[src/rtl/arbitro_rr_pkg.sv]
// Shared definitions for the round-robin class-to-destination arbiter.
// Word layout: [11:10] class, [9:8] destination, [7:0] data.
package arbitro_rr_pkg;

    localparam int unsigned WORD_SIZE  = 12;
    localparam int unsigned CLASS_LSB  = 10;
    localparam int unsigned DEST_LSB   = 8;
    localparam int unsigned NUM_PORTS  = 4;

    // Code the FIFO configuration state machine uses for its ACTIVE state
    localparam logic [1:0] CFG_ST_ACTIVE = 2'b11;

    typedef enum logic [1:0] {
        ST_WAIT  = 2'b00,
        ST_ARB   = 2'b01,
        ST_DRAIN = 2'b10
    } arb_state_t;

    function automatic logic [3:0] onehot4(input logic [1:0] idx);
        return 4'b0001 << idx;
    endfunction

endpackage

[src/rtl/arbitro_rr_if.sv]
// Arbiter bus: input FIFO heads/flags, output FIFO flags, pop/push handshake.
interface arbitro_rr_if #(
    parameter int unsigned WORD_SIZE = arbitro_rr_pkg::WORD_SIZE
);
    logic                 active;
    logic [3:0]           fifos_empty;
    logic [WORD_SIZE-1:0] fifo_data0;
    logic [WORD_SIZE-1:0] fifo_data1;
    logic [WORD_SIZE-1:0] fifo_data2;
    logic [WORD_SIZE-1:0] fifo_data3;
    logic [3:0]           out_almost_full;
    logic [3:0]           pop;
    logic [3:0]           push;
    logic [WORD_SIZE-1:0] data_out;
    logic [1:0]           grant_id;
    logic                 arb_idle;

    modport slave (
        input  active, fifos_empty, fifo_data0, fifo_data1, fifo_data2, fifo_data3,
               out_almost_full,
        output pop, push, data_out, grant_id, arb_idle
    );

    modport master (
        output active, fifos_empty, fifo_data0, fifo_data1, fifo_data2, fifo_data3,
               out_almost_full,
        input  pop, push, data_out, grant_id, arb_idle
    );
endinterface

[src/rtl/arbitro_rr_picker4.sv]
// Combinational 4-way round-robin picker: first eligible index after 'last'.
module rr_picker4 (
    input  logic [3:0] eligible,
    input  logic [1:0] last,
    output logic       grant_valid,
    output logic [1:0] grant_idx
);
    logic [1:0] idx;

    always_comb begin
        grant_valid = 1'b0;
        grant_idx   = last;
        idx         = '0;
        for (int unsigned k = 1; k <= 4; k++) begin
            idx = last + 2'(k);
            if (!grant_valid && eligible[idx]) begin
                grant_valid = 1'b1;
                grant_idx   = idx;
            end
        end
    end
endmodule

[src/rtl/arbitro_rr.sv]
// Round-robin scheduler from four class FIFOs to four destination FIFOs.
// Pops combinationally in ARB, pushes the popped word one cycle later.
module arbitro_rr
    import arbitro_rr_pkg::*;
#(
    parameter int unsigned WORD_SIZE = arbitro_rr_pkg::WORD_SIZE,
    parameter int unsigned DEST_LSB  = arbitro_rr_pkg::DEST_LSB
) (
    input  logic          clk,
    input  logic          reset,
    arbitro_rr_if.slave   bus
);
    arb_state_t           state;
    logic [1:0]           last;
    logic [3:0]           push_q;
    logic [WORD_SIZE-1:0] data_q;
    logic [1:0]           grant_q;

    logic [WORD_SIZE-1:0] words [4];
    logic [3:0]           eligible;
    logic                 grant_valid;
    logic [1:0]           grant_idx;
    logic                 do_grant;
    logic [WORD_SIZE-1:0] sel_word;
    logic [1:0]           sel_dest;

    assign words[0] = bus.fifo_data0;
    assign words[1] = bus.fifo_data1;
    assign words[2] = bus.fifo_data2;
    assign words[3] = bus.fifo_data3;

    always_comb begin
        eligible = '0;
        for (int unsigned i = 0; i < 4; i++) begin
            eligible[i] = !bus.fifos_empty[i] &&
                          !bus.out_almost_full[words[i][DEST_LSB +: 2]];
        end
    end

    rr_picker4 u_picker (
        .eligible    (eligible),
        .last        (last),
        .grant_valid (grant_valid),
        .grant_idx   (grant_idx)
    );

    // Gating on the live 'active' keeps a request that coincides with ACTIVE
    // going away from being popped.
    assign do_grant = reset && (state == ST_ARB) && bus.active && grant_valid;
    assign sel_word = words[grant_idx];
    assign sel_dest = sel_word[DEST_LSB +: 2];

    assign bus.pop      = do_grant ? onehot4(grant_idx) : '0;
    assign bus.push     = push_q;
    assign bus.data_out = data_q;
    assign bus.grant_id = grant_q;
    assign bus.arb_idle = !reset ||
                          (((state != ST_ARB) || !(|eligible)) && !(|push_q));

    always_ff @(posedge clk) begin
        if (!reset) begin
            state   <= ST_WAIT;
            last    <= 2'd3;
            push_q  <= '0;
            data_q  <= '0;
            grant_q <= '0;
        end else begin
            push_q <= do_grant ? onehot4(sel_dest) : '0;
            if (do_grant) begin
                data_q  <= sel_word;
                grant_q <= grant_idx;
                last    <= grant_idx;
            end
            unique case (state)
                ST_WAIT:  if (bus.active) state <= ST_ARB;
                ST_ARB:   if (!bus.active) state <= ST_DRAIN;
                ST_DRAIN: state <= ST_WAIT;
                default:  state <= ST_WAIT;
            endcase
        end
    end
endmodule

[src/flat_wrapper.sv]
// flat-port wrapper written by rule: the top's interface ports become plain ports
module arbitro_rr_flat import arbitro_rr_pkg::*;
#(
    parameter int unsigned WORD_SIZE = arbitro_rr_pkg::WORD_SIZE,
    parameter int unsigned DEST_LSB  = arbitro_rr_pkg::DEST_LSB
)
  (clk, reset, bus_active, bus_fifos_empty, bus_fifo_data0, bus_fifo_data1, bus_fifo_data2, bus_fifo_data3, bus_out_almost_full, bus_pop, bus_push, bus_data_out, bus_grant_id, bus_arb_idle);
  arbitro_rr_if #(.WORD_SIZE(WORD_SIZE)) bus_i ();
  input  logic clk;
  input  logic reset;
  input wire logic [$bits(bus_i.active)-1:0] bus_active;
  input wire logic [$bits(bus_i.fifos_empty)-1:0] bus_fifos_empty;
  input wire logic [$bits(bus_i.fifo_data0)-1:0] bus_fifo_data0;
  input wire logic [$bits(bus_i.fifo_data1)-1:0] bus_fifo_data1;
  input wire logic [$bits(bus_i.fifo_data2)-1:0] bus_fifo_data2;
  input wire logic [$bits(bus_i.fifo_data3)-1:0] bus_fifo_data3;
  input wire logic [$bits(bus_i.out_almost_full)-1:0] bus_out_almost_full;
  output wire logic [$bits(bus_i.pop)-1:0] bus_pop;
  output wire logic [$bits(bus_i.push)-1:0] bus_push;
  output wire logic [$bits(bus_i.data_out)-1:0] bus_data_out;
  output wire logic [$bits(bus_i.grant_id)-1:0] bus_grant_id;
  output wire logic [$bits(bus_i.arb_idle)-1:0] bus_arb_idle;
  assign bus_i.active = bus_active;
  assign bus_i.fifos_empty = bus_fifos_empty;
  assign bus_i.fifo_data0 = bus_fifo_data0;
  assign bus_i.fifo_data1 = bus_fifo_data1;
  assign bus_i.fifo_data2 = bus_fifo_data2;
  assign bus_i.fifo_data3 = bus_fifo_data3;
  assign bus_i.out_almost_full = bus_out_almost_full;
  assign bus_pop = bus_i.pop;
  assign bus_push = bus_i.push;
  assign bus_data_out = bus_i.data_out;
  assign bus_grant_id = bus_i.grant_id;
  assign bus_arb_idle = bus_i.arb_idle;
  arbitro_rr #(.WORD_SIZE(WORD_SIZE), .DEST_LSB(DEST_LSB)) u_core (.clk(clk), .reset(reset), .bus(bus_i));
endmodule
[config.mk]
export PLATFORM = sky130hd
export DESIGN_NAME = arbitro_rr_flat
export DESIGN_NICKNAME = d
export VERILOG_FILES = /design/src/rtl/arbitro_rr_pkg.sv /design/src/rtl/arbitro_rr_if.sv /design/src/rtl/arbitro_rr_picker4.sv /design/src/rtl/arbitro_rr.sv /design/src/flat_wrapper.sv
export SDC_FILE = /design/constraint.sdc
export NUM_CORES = 1
export LEC_CHECK = 0
export CORE_UTILIZATION = 35
export DETAILED_ROUTE_END_ITERATION = 12
export PLACE_DENSITY = 0.75
export SETUP_SLACK_MARGIN = 0.2
export SYNTH_ARGS = -nofsm -noshare
export SYNTH_HDL_FRONTEND = slang
export SYNTH_SLANG_ARGS = --single-unit
[constraint.sdc]
create_clock -name clk -period 2.72 [get_ports clk]
set_clock_uncertainty 0.15 [all_clocks]
set_input_delay 0.408 -clock clk [delete_from_list [all_inputs] [get_ports clk]]
set_output_delay 0.408 -clock clk [all_outputs]
set_load 0.02 [all_outputs]
==> flow_summary.yaml <==
timing:
  fin_ws_ns: 0.0132
  tightest_slew_ns: 0.554
  rsz0062_at_grt: "true"
  finalHoldViolations: 0
  whs_ns: 0.261
  maxSlewViolCount: 0
  clock.fmax_ghz: 0.369
  setup_viol: 0
  relSlewSlack_pct: 62.5
  period_needed_ns: 2.71
  timing.final.crit_share_pct: 99.5
setup_path:
  worstSetupPathType: "in -> reg"
  cpMostUsedCell: "buf_4"
  worstSetupStartpointType: "input port"
  endpoint_kind: "flip-flop"
  worst_path_largest_cell_delay_ns: 0.54
  rr_worst_depth: 8
  crit_required_ns: 2.74
  cp_slowest_cell: "mux4_2"
  arrival_ns: 2.73
  cp_max_fo: 4
  r2r_start: "u_core.last[1]"
  path_cells: "buf_6 > mux4_2 > buf_4 > nor4b_4 > buf_4 > a311oi_4 > buf_6 > buf_4 > and3_4 > or4_4 > o32ai_2"
  r2r-end: "u_core.bus.push[1]"
  reg2reg_slack_ns: 0.37
routing:
  vias: 1728
  drcViolationCount: 0
  viasPerCell: 5.32
  wire_per_inst_um: 16.6
  routed_wl_mm: 5.39
  detail-route-antenna-nets: 0
  first_pass_iters: 4
  drtIter0Drc: 74
cts:
  cts.sinks: 22
  insertion_delay_ns: 0.26
  ctsRootBufferMaster: "clkbuf_8"
  worst_setup_hold_path_clk_slew_ns: 0.08
  clockBufferDepth: 2
  cts_tree: "done"
  cts_made_buffers: 3
  cts_max_level: 1
layout:
  final_common_cell: "clkdlybuf4s50_1"
  stdcell_count: 325
  drive_gt1_share_pct: 34.7
  insertedDiodeCount: 0
  nets: 338
  final_cell_mix: "clkdlybuf4s50_1 (63), buf_4 (38), dfxtp_1 (22), nand2_1 (16), buf_6 (13)"
  syn2layout_area_growth_pct: 98.3
placement:
  io_buffers: 81
  pre_cts_ws_ns: -0.883
  hpwl_mm: 3.92
  placed_cells: 314
  gp_congestion: 0.820
run:
  max_cap_violations: 0
yosys:
  synth_seq_area_share_pct: 30.9
  ys.flop_type: "dfxtp_1"
  synth_seq_cells: 22
  synth_fp_nets: 218
  yosysUniqueCellTypes: 39
  syn_avg_cell_area_sq_um: 8.98
  postSynthCellCount: 159
  netlist_area_sq_um: 1430
  ys_warn_count: 0
  synth_edf_count: 0
  postSynth.asyncResetShare_pct: 0
pwr:
  p_leak_nw: 1.18
  ir_drop_mv: 0.263
  power.density_nw_per_um2: 339
floorplanning:
  dieArea_sq_um: 4340
  die_x_um: 65.9
  fp.coreArea_sq_um: 3800
  start_util_pct: 37.6
  die_h_um: 65.9
  core.rowCount: 22
  ios: 82
global_route:
  first_global_vias: 1627
  antenna_found_initial: 0
  grt_pass1_wl_mm: 7.79
  grt_util_all_layers_pct: 23.3
  gr-total-overflow: 0
  grt_max_degree: 22
outcome:
  status: "finished, final reports clean"
worst_hold_path:
  min_path_type: "reg -> reg"
  hp-start: "u_core.state[1]"
  whs_endpoint: "u_core.state[0]"
  hold_depth: 1
[area by class of cell]
type | count | area, sq um
tap | 48 | 60.1
clock buffer | 3 | 41.3
multi-input combinational | 126 | 1120
timing repair buffer | 124 | 1160
inverter | 2 | 7.51
sequential | 22 | 440
fill | 284 | 967
[synth_stat cells, types with 2 or more instances]
library cell / instances / area, sq um
o211ai_1: 11 / 82.6
dfxtp_1: 22 / 440
nand3_1: 4 / 20.0
a21boi_0: 11 / 82.6
and3_1: 10 / 62.6
o32ai_1: 4 / 35.0
nor2_1: 7 / 26.3
o221ai_1: 2 / 17.5
inv_1: 2 / 7.51
mux2i_1: 13 / 130
or2_1: 2 / 12.5
nor4_1: 2 / 12.5
a21oi_1: 4 / 20.0
and2_1: 2 / 12.5
clkbuf_1: 8 / 30.0
o21ai_1: 12 / 60.1
o22ai_1: 2 / 12.5
nand2_1: 17 / 63.8
mux4_2: 4 / 90.1
[how the worst max path moves through the flow]
stage / endpoint / start / cells past startpoint
finish: u_core.bus.push[1] / bus_fifo_data3[8] / 11
global route: bus_pop[1] / bus_fifo_data3[8] / 10
CTS: bus_pop[1] / bus_fifo_data3[8] / 8
detailed placement: bus_pop[3] / bus_fifo_data3[8] / 8
global placement: bus_pop[1] / bus_fifo_data1[8] / 8
floorplan: bus_pop[3] / bus_fifo_data3[8] / 7
[critical path, delay by kind of cell]
kind	cells	cell delay, ns
compound gates	2	0.16
buf+inv	5	0.71
mux	1	0.54
simple gates	3	0.91
[per-layer routing]
layer,vias to the layer above,share of wire [%],GRT usage [%]
li1,847,-,-
met1,825,44,30.5
met2,54,50,39.7
met3,2,5.9,5.17
met4,0,0.28,2.99
met5,-,0,0
[per-stage QoR]
stage	setup TNS [ns]	area (sq um)	util [%]	total power [mW]
floorplan	0	1470	-	0.513
global placement	-11.24	2560	67.5	0.689
detailed placement	-11.99	2560	67.5	0.695
CTS	-0.0389	2760	72.6	0.938
global route	-0.105	2830	74.5	0.997
finish	0	2830	74.5	0.959
[registers in the layout, indices dropped and copies added (netlist names)]
signal	count
u_core.bus.data_out	12
u_core.bus.push	4
u_core.bus.grant_id	2
u_core.last	2
u_core.state	2
[repair_timing]
item | 4_1_cts | 5_1_grt
buffers inserted | 7 | 1
gates cloned | 0 | 0
setup endpoints to repair | 23 | 21
pin swaps | 15 | 7
resized for setup | 86 | 19
hold buffers | 0 | 0
[kinds of logic (layout without fill, tap and decap cells)]
family	Yosys count	after routing	synth area share, %
and+or+nand+nor	53	53	20.1
AOI/OAI and AO/OA	53	53	27.9
buffers and inverters	11	129	3.16
muxes	20	20	18.1
DFF	22	22	30.8
[power by group]
group / switching [mW] / total, mW / internal, mW / leakage [nW]
sequential: 0.00730 / 0.341 / 0.334 / 0.178
clock: 0.102 / 0.201 / 0.0988 / 0.0216
combinational: 0.175 / 0.417 / 0.242 / 0.978
total: 0.284 / 0.959 / 0.675 / 1.18
(Power assumes the default switching activity.)
